===== src/rtl/proc_pkg.sv =====
// Shared definitions for the 8-bit processor datapath: widths and the
// operand-fetch sequencer state encoding used by RTL, control unit and bench.
package proc_pkg;

    localparam int DATA_W = 8;
    localparam int RSEL_W = 2;

    typedef enum logic [2:0] {
        ST_IDLE = 3'd0,
        ST_RD_A = 3'd1,
        ST_RD_B = 3'd2,
        ST_EXEC = 3'd3,
        ST_WB   = 3'd4
    } of_state_e;

endpackage


===== src/rtl/operand_fetch_if.sv =====
// Bundle of issue, ALU and regBank signals around the operand-fetch sequencer.
// slave = the sequencer itself, master = its environment.
interface operand_fetch_if #(
    parameter int DATA_W = proc_pkg::DATA_W,
    parameter int RSEL_W = proc_pkg::RSEL_W
);
    logic              start;
    logic [RSEL_W-1:0] ra;
    logic [RSEL_W-1:0] rb;
    logic [RSEL_W-1:0] rd;
    logic              kill;
    logic              busy;
    logic              op_valid;
    logic [DATA_W-1:0] opA;
    logic [DATA_W-1:0] opB;
    logic              res_valid;
    logic [DATA_W-1:0] res_data;
    logic              done;
    logic              WR;
    logic [RSEL_W-1:0] rs;
    logic [DATA_W-1:0] data;
    logic [DATA_W-1:0] regVal;

    modport slave (
        input  start, ra, rb, rd, kill, res_valid, res_data, regVal,
        output busy, op_valid, opA, opB, done, WR, rs, data
    );

    modport master (
        output start, ra, rb, rd, kill, res_valid, res_data, regVal,
        input  busy, op_valid, opA, opB, done, WR, rs, data
    );
endinterface


===== src/rtl/operand_fetch.sv =====
// Sequences two reads and one write through regBank's single shared select,
// handing the operands to the ALU between the reads and the write-back.
module operand_fetch
    import proc_pkg::*;
#(
    parameter int DATA_W = proc_pkg::DATA_W,
    parameter int RSEL_W = proc_pkg::RSEL_W
) (
    input  logic            clk,
    input  logic            rst_n,
    operand_fetch_if.slave  bus
);

    of_state_e         state_r;
    of_state_e         state_nxt_s;
    logic [RSEL_W-1:0] ra_r;
    logic [RSEL_W-1:0] rb_r;
    logic [RSEL_W-1:0] rd_r;
    logic [DATA_W-1:0] opa_r;
    logic [DATA_W-1:0] opb_r;
    logic [DATA_W-1:0] res_r;
    logic [RSEL_W-1:0] rs_s;

    // Next-state decode; kill wins over res_valid and cannot abort WB.
    always_comb begin
        state_nxt_s = state_r;
        case (state_r)
            ST_IDLE: begin
                if (bus.start) state_nxt_s = ST_RD_A;
                else           state_nxt_s = ST_IDLE;
            end
            ST_RD_A: begin
                if (bus.kill) state_nxt_s = ST_IDLE;
                else          state_nxt_s = ST_RD_B;
            end
            ST_RD_B: begin
                if (bus.kill) state_nxt_s = ST_IDLE;
                else          state_nxt_s = ST_EXEC;
            end
            ST_EXEC: begin
                if (bus.kill)           state_nxt_s = ST_IDLE;
                else if (bus.res_valid) state_nxt_s = ST_WB;
                else                    state_nxt_s = ST_EXEC;
            end
            ST_WB:   state_nxt_s = ST_IDLE;
            default: state_nxt_s = ST_IDLE;
        endcase
    end

    // State register.
    always_ff @(posedge clk or negedge rst_n) begin
        if (!rst_n) state_r <= ST_IDLE;
        else        state_r <= state_nxt_s;
    end

    // Register selects are only taken on an accepted issue.
    always_ff @(posedge clk or negedge rst_n) begin
        if (!rst_n) begin
            ra_r <= {RSEL_W{1'b0}};
            rb_r <= {RSEL_W{1'b0}};
            rd_r <= {RSEL_W{1'b0}};
        end else if ((state_r == ST_IDLE) && bus.start) begin
            ra_r <= bus.ra;
            rb_r <= bus.rb;
            rd_r <= bus.rd;
        end
    end

    // Operand capture from the shared read port.
    always_ff @(posedge clk or negedge rst_n) begin
        if (!rst_n) begin
            opa_r <= {DATA_W{1'b0}};
            opb_r <= {DATA_W{1'b0}};
        end else if (state_r == ST_RD_A) begin
            opa_r <= bus.regVal;
        end else if (state_r == ST_RD_B) begin
            opb_r <= bus.regVal;
        end
    end

    // Result capture; a killed instruction leaves the last written value on data.
    always_ff @(posedge clk or negedge rst_n) begin
        if (!rst_n)                                                  res_r <= {DATA_W{1'b0}};
        else if ((state_r == ST_EXEC) && bus.res_valid && !bus.kill) res_r <= bus.res_data;
    end

    // Select mux: sources during the reads, destination otherwise.
    always_comb begin
        rs_s = rd_r;
        case (state_r)
            ST_RD_A: rs_s = ra_r;
            ST_RD_B: rs_s = rb_r;
            default: rs_s = rd_r;
        endcase
    end

    assign bus.busy     = (state_r != ST_IDLE);
    assign bus.op_valid = (state_r == ST_EXEC);
    assign bus.done     = (state_r == ST_WB);
    assign bus.WR       = (state_r == ST_WB);
    assign bus.rs       = rs_s;
    assign bus.data     = res_r;
    assign bus.opA      = opa_r;
    assign bus.opB      = opb_r;

endmodule

===== src/flat_wrapper.sv =====
// flat-port wrapper written by rule: the top's interface ports become plain ports
module operand_fetch_flat import proc_pkg::*;
#(
    parameter int DATA_W = proc_pkg::DATA_W,
    parameter int RSEL_W = proc_pkg::RSEL_W
)
  (clk, rst_n, bus_start, bus_ra, bus_rb, bus_rd, bus_kill, bus_res_valid, bus_res_data, bus_regVal, bus_busy, bus_op_valid, bus_opA, bus_opB, bus_done, bus_WR, bus_rs, bus_data);
  operand_fetch_if #(.DATA_W(DATA_W), .RSEL_W(RSEL_W)) bus_i ();
  input  logic clk;
  input  logic rst_n;
  input wire logic [$bits(bus_i.start)-1:0] bus_start;
  input wire logic [$bits(bus_i.ra)-1:0] bus_ra;
  input wire logic [$bits(bus_i.rb)-1:0] bus_rb;
  input wire logic [$bits(bus_i.rd)-1:0] bus_rd;
  input wire logic [$bits(bus_i.kill)-1:0] bus_kill;
  input wire logic [$bits(bus_i.res_valid)-1:0] bus_res_valid;
  input wire logic [$bits(bus_i.res_data)-1:0] bus_res_data;
  input wire logic [$bits(bus_i.regVal)-1:0] bus_regVal;
  output wire logic [$bits(bus_i.busy)-1:0] bus_busy;
  output wire logic [$bits(bus_i.op_valid)-1:0] bus_op_valid;
  output wire logic [$bits(bus_i.opA)-1:0] bus_opA;
  output wire logic [$bits(bus_i.opB)-1:0] bus_opB;
  output wire logic [$bits(bus_i.done)-1:0] bus_done;
  output wire logic [$bits(bus_i.WR)-1:0] bus_WR;
  output wire logic [$bits(bus_i.rs)-1:0] bus_rs;
  output wire logic [$bits(bus_i.data)-1:0] bus_data;
  assign bus_i.start = bus_start;
  assign bus_i.ra = bus_ra;
  assign bus_i.rb = bus_rb;
  assign bus_i.rd = bus_rd;
  assign bus_i.kill = bus_kill;
  assign bus_i.res_valid = bus_res_valid;
  assign bus_i.res_data = bus_res_data;
  assign bus_i.regVal = bus_regVal;
  assign bus_busy = bus_i.busy;
  assign bus_op_valid = bus_i.op_valid;
  assign bus_opA = bus_i.opA;
  assign bus_opB = bus_i.opB;
  assign bus_done = bus_i.done;
  assign bus_WR = bus_i.WR;
  assign bus_rs = bus_i.rs;
  assign bus_data = bus_i.data;
  operand_fetch #(.DATA_W(DATA_W), .RSEL_W(RSEL_W)) u_core (.clk(clk), .rst_n(rst_n), .bus(bus_i));
endmodule

===== config.mk =====
export PLATFORM = sky130hd
export DESIGN_NAME = operand_fetch_flat
export DESIGN_NICKNAME = d
export VERILOG_FILES = /design/src/rtl/proc_pkg.sv /design/src/rtl/operand_fetch_if.sv /design/src/rtl/operand_fetch.sv /design/src/flat_wrapper.sv
export SDC_FILE = /design/constraint.sdc
export NUM_CORES = 1
export LEC_CHECK = 0
export BUFFER_PORTS_ARGS = -buffer_cell sky130_fd_sc_hd__buf_2
export CORE_MARGIN = 5
export CORE_UTILIZATION = 35
export CTS_CLUSTER_DIAMETER = 40
export DETAILED_ROUTE_END_ITERATION = 10
export PLACE_DENSITY_LB_ADDON = 0.1
export RECOVER_POWER = 25
export SETUP_SLACK_MARGIN = 0.02
export SLEW_MARGIN = 20
export SYNTH_ARGS = -nofsm -noshare
export SYNTH_HDL_FRONTEND = slang
export SYNTH_SLANG_ARGS = --single-unit

===== constraint.sdc =====
create_clock -name clk -period 3.5 [get_ports clk]
set_input_delay 0.525 -clock clk [delete_from_list [all_inputs] [get_ports clk]]
set_output_delay 0.525 -clock clk [all_outputs]
set_load 0.02 [all_outputs]

==> metrics.cfg <==
[floorplan]
pin_count = 57
core_area_um2 = 3970
rows = 23
initial_core_util_pct = 35.9
die_w_um = 73.9
dieHeight_um = 73.9
die_area_um2 = 5460

[synth]
avgSynthCellArea_um2 = 16.0
synth_xor_area_share_pct = 0
synth_area_um2 = 1430
yosys.area_share.simple_pct = 9.03
synth_compound_area_share_pct = 3.07
synth_top_family_by_area = multiplexers
synth_top_area_share_pct = 57.8
synthMuxAreaShare_pct = 27.3
synth-seq-cells = 33
synthCells = 89
synth.net_count = 116
synth_warnings = 0
synth.area.top_cells = dfrtp_1 (58%), mux2_4 (15%), mux2_1 (6.3%)
ys_seq_area_share_pct = 57.8
synthDistinctLibCells = 23
yosys.area.top_type = dfrtp_1
synthAdderAreaFrac_pct = 0

[flow_run]
cap_violations = 1

[clocking]
clock-sinks = 33
cts_made_buffers = 5
cts_setup_buffers = 0
cts_tree = done
path_clk_slew_ns = 0.07
clk_latency_ns = 0.28
cts-resized-gates = 0
cts_buffer_depth = 2
cts-root-buf = clkbuf_8
ctsHoldBuffers = 0
htree_levels = 2

[detailed_routing]
drt_wl_total_mm = 2.81
wire_per_inst_um = 14.1
initialDrtViolationCount = 39
via_per_inst = 4.52
drc = 0
via_count = 900
ant_nets = 0
drtPass1Iterations = 4

[setup_path]
slowest_delay_ns = 0.76
cp.required_ns = 2.97
arrival_ns = 2.12
critPathTopFamily = simple AND/OR/NAND/NOR gates
path_cells = nor3b_2 -> nor3b_1 -> a221o_1 -> buf_2
cp_num_buf_inv = 1
startpoint_type = flip-flop
cp_max_fo = 12
cp-end-kind = output port
critPathSlowestCell = nor3b_2
crit_type = flip-flop to output port

[min_path]
min_path_type = primary input to flip-flop

[finish]
multi_input_comb_area_um2 = 563
fillers = 382
final_common_cell = buf_2
final_cell_mix = buf_2 (55), dfrtp_1 (33), mux2_4 (14)
num_antenna_cells = 0
regArea_um2 = 826
drive_gt1_share_pct = 61.1
final_util_pct = 46.4
nNetsFinal = 175
area_growth_pct = 29.1

[sta]
fmax_mhz = 378
relSlewSlack_pct = -16.1
setup_violations = 0
whs_ns = 0.472
rsz0062_at_grt = no
tightest_slew_ns = 1.74
fin_crit_sh_pct = 75.6
drv_slew = 34
hold_viol = 0
min_period_ns = 2.64
skew_ns = 0.00527
finalSetupTns_ns = 0

[global_routing]
grt_use_total_pct = 11.3
grt_max_degree = 34
grt_pass1_wl_mm = 4.62
gr-total-overflow = 0
antenna_found_initial = 0
first_global_vias = 963

[place]
place_congestion = 0.667
port_buffers = 56
hpwl_mm = 2.12

[power]
cellPowerDensity_nw_per_um2 = 932
peakVddDrop_uv = 369
leakage_nw = 0.940

[outcome]
outcome = finished, violations left
violations = capacitance limit, slew limit

[metrics by stage]
step / instances / cell area, µm² / power [W] / setup WS [ns]
final: 199 / 1840 / 0.00172 / 0.855
after global routing: 199 / 1840 / 0.00183 / 0.635
after CTS: 199 / 1840 / 0.00175 / 0.784
after detailed placement: 191 / 1740 / 0.00144 / 1.11
after global placement: 191 / 1740 / 0.00142 / 1.16
after floorplan: 89 / 1430 / 0.00120 / 1.62
[layout make-up]
class                      instances  share of cell area [%]
tap                               50                    3.39
inverter                           1                   0.204
timing repair buffer              57                    15.5
sequential                        33                    44.8
clock inverter                     1                   0.272
multi-input combinational         50                    30.5
clock buffer                       7                    5.23
[routing by layer]
layer / track usage [%] / part of all wire, % / vias up
met5: 0 / 0 / -
met4: 4.23 / 0.61 / 0
met3: 5.20 / 10 / 2
met2: 17.0 / 46 / 35
met1: 14.2 / 43 / 430
li1: - / - / 433
[Yosys cell counts]
cell type,n
dfrtp_1,33
mux2_4,14
mux2_1,8
mux2_2,8
buf_4,4
nor3b_1,3
a221o_1,2
nor3b_2,2
a21oi_1,1
a31oi_1,1
and2_1,1
and2b_1,1
buf_2,1
inv_1,1
nand2b_1,1
nand3_4,1
nor2_1,1
nor2b_1,1
nor2b_2,1
nor3b_4,1
o21ai_0,1
o21bai_1,1
or3_1,1
[report_power, final]
part,total (W),switching [W],internal (W)
Clock,0.000304,0.000126,0.000177
Combinational,0.000752,0.000394,0.000358
Sequential,0.000662,0.000101,0.000560
Total,0.00172,0.000621,0.00110
[flip-flops by register name, indices dropped and copies added (netlist names)]
| signal | flops |
|---|---|
| u_core.ra_r | 2 |
| u_core.rd_r | 2 |
| u_core.bus.opB | 8 |
| u_core.state_r | 3 |
| u_core.bus.data | 8 |
| u_core.bus.opA | 8 |
| u_core.rb_r | 2 |
[worst paths after layout]
path	cells after the start	start	slack, ns	to
worst max-delay path	4	u_core.state_r[0]$_DFF_PN0_	0.86	bus_rs[1]
worst min-delay path	2	bus_res_data[6]	0.47	u_core.bus.data[6]$_DFFE_PN0P_
worst max register to register	2	u_core.state_r[0]$_DFF_PN0_	1.69	u_core.bus.opA[4]$_DFFE_PN0N_
worst min register to register	1	u_core.bus.opB[7]$_DFFE_PN0P_	0.48	u_core.bus.opB[7]$_DFFE_PN0P_
max in group asynchronous	1	rst_n	1.79	u_core.ra_r[1]$_DFFE_PN0P_
min in group asynchronous	1	rst_n	0.70	u_core.rd_r[1]$_DFFE_PN0P_
[kinds of logic after synthesis]
| kind of cell | count (synthesis) |
|---|---|
| flops | 33 |
| mux | 30 |
| simple gates | 14 |
| compound gates | 6 |
| buf+inv | 6 |
Note: power is estimated with default switching activity, not from simulation.
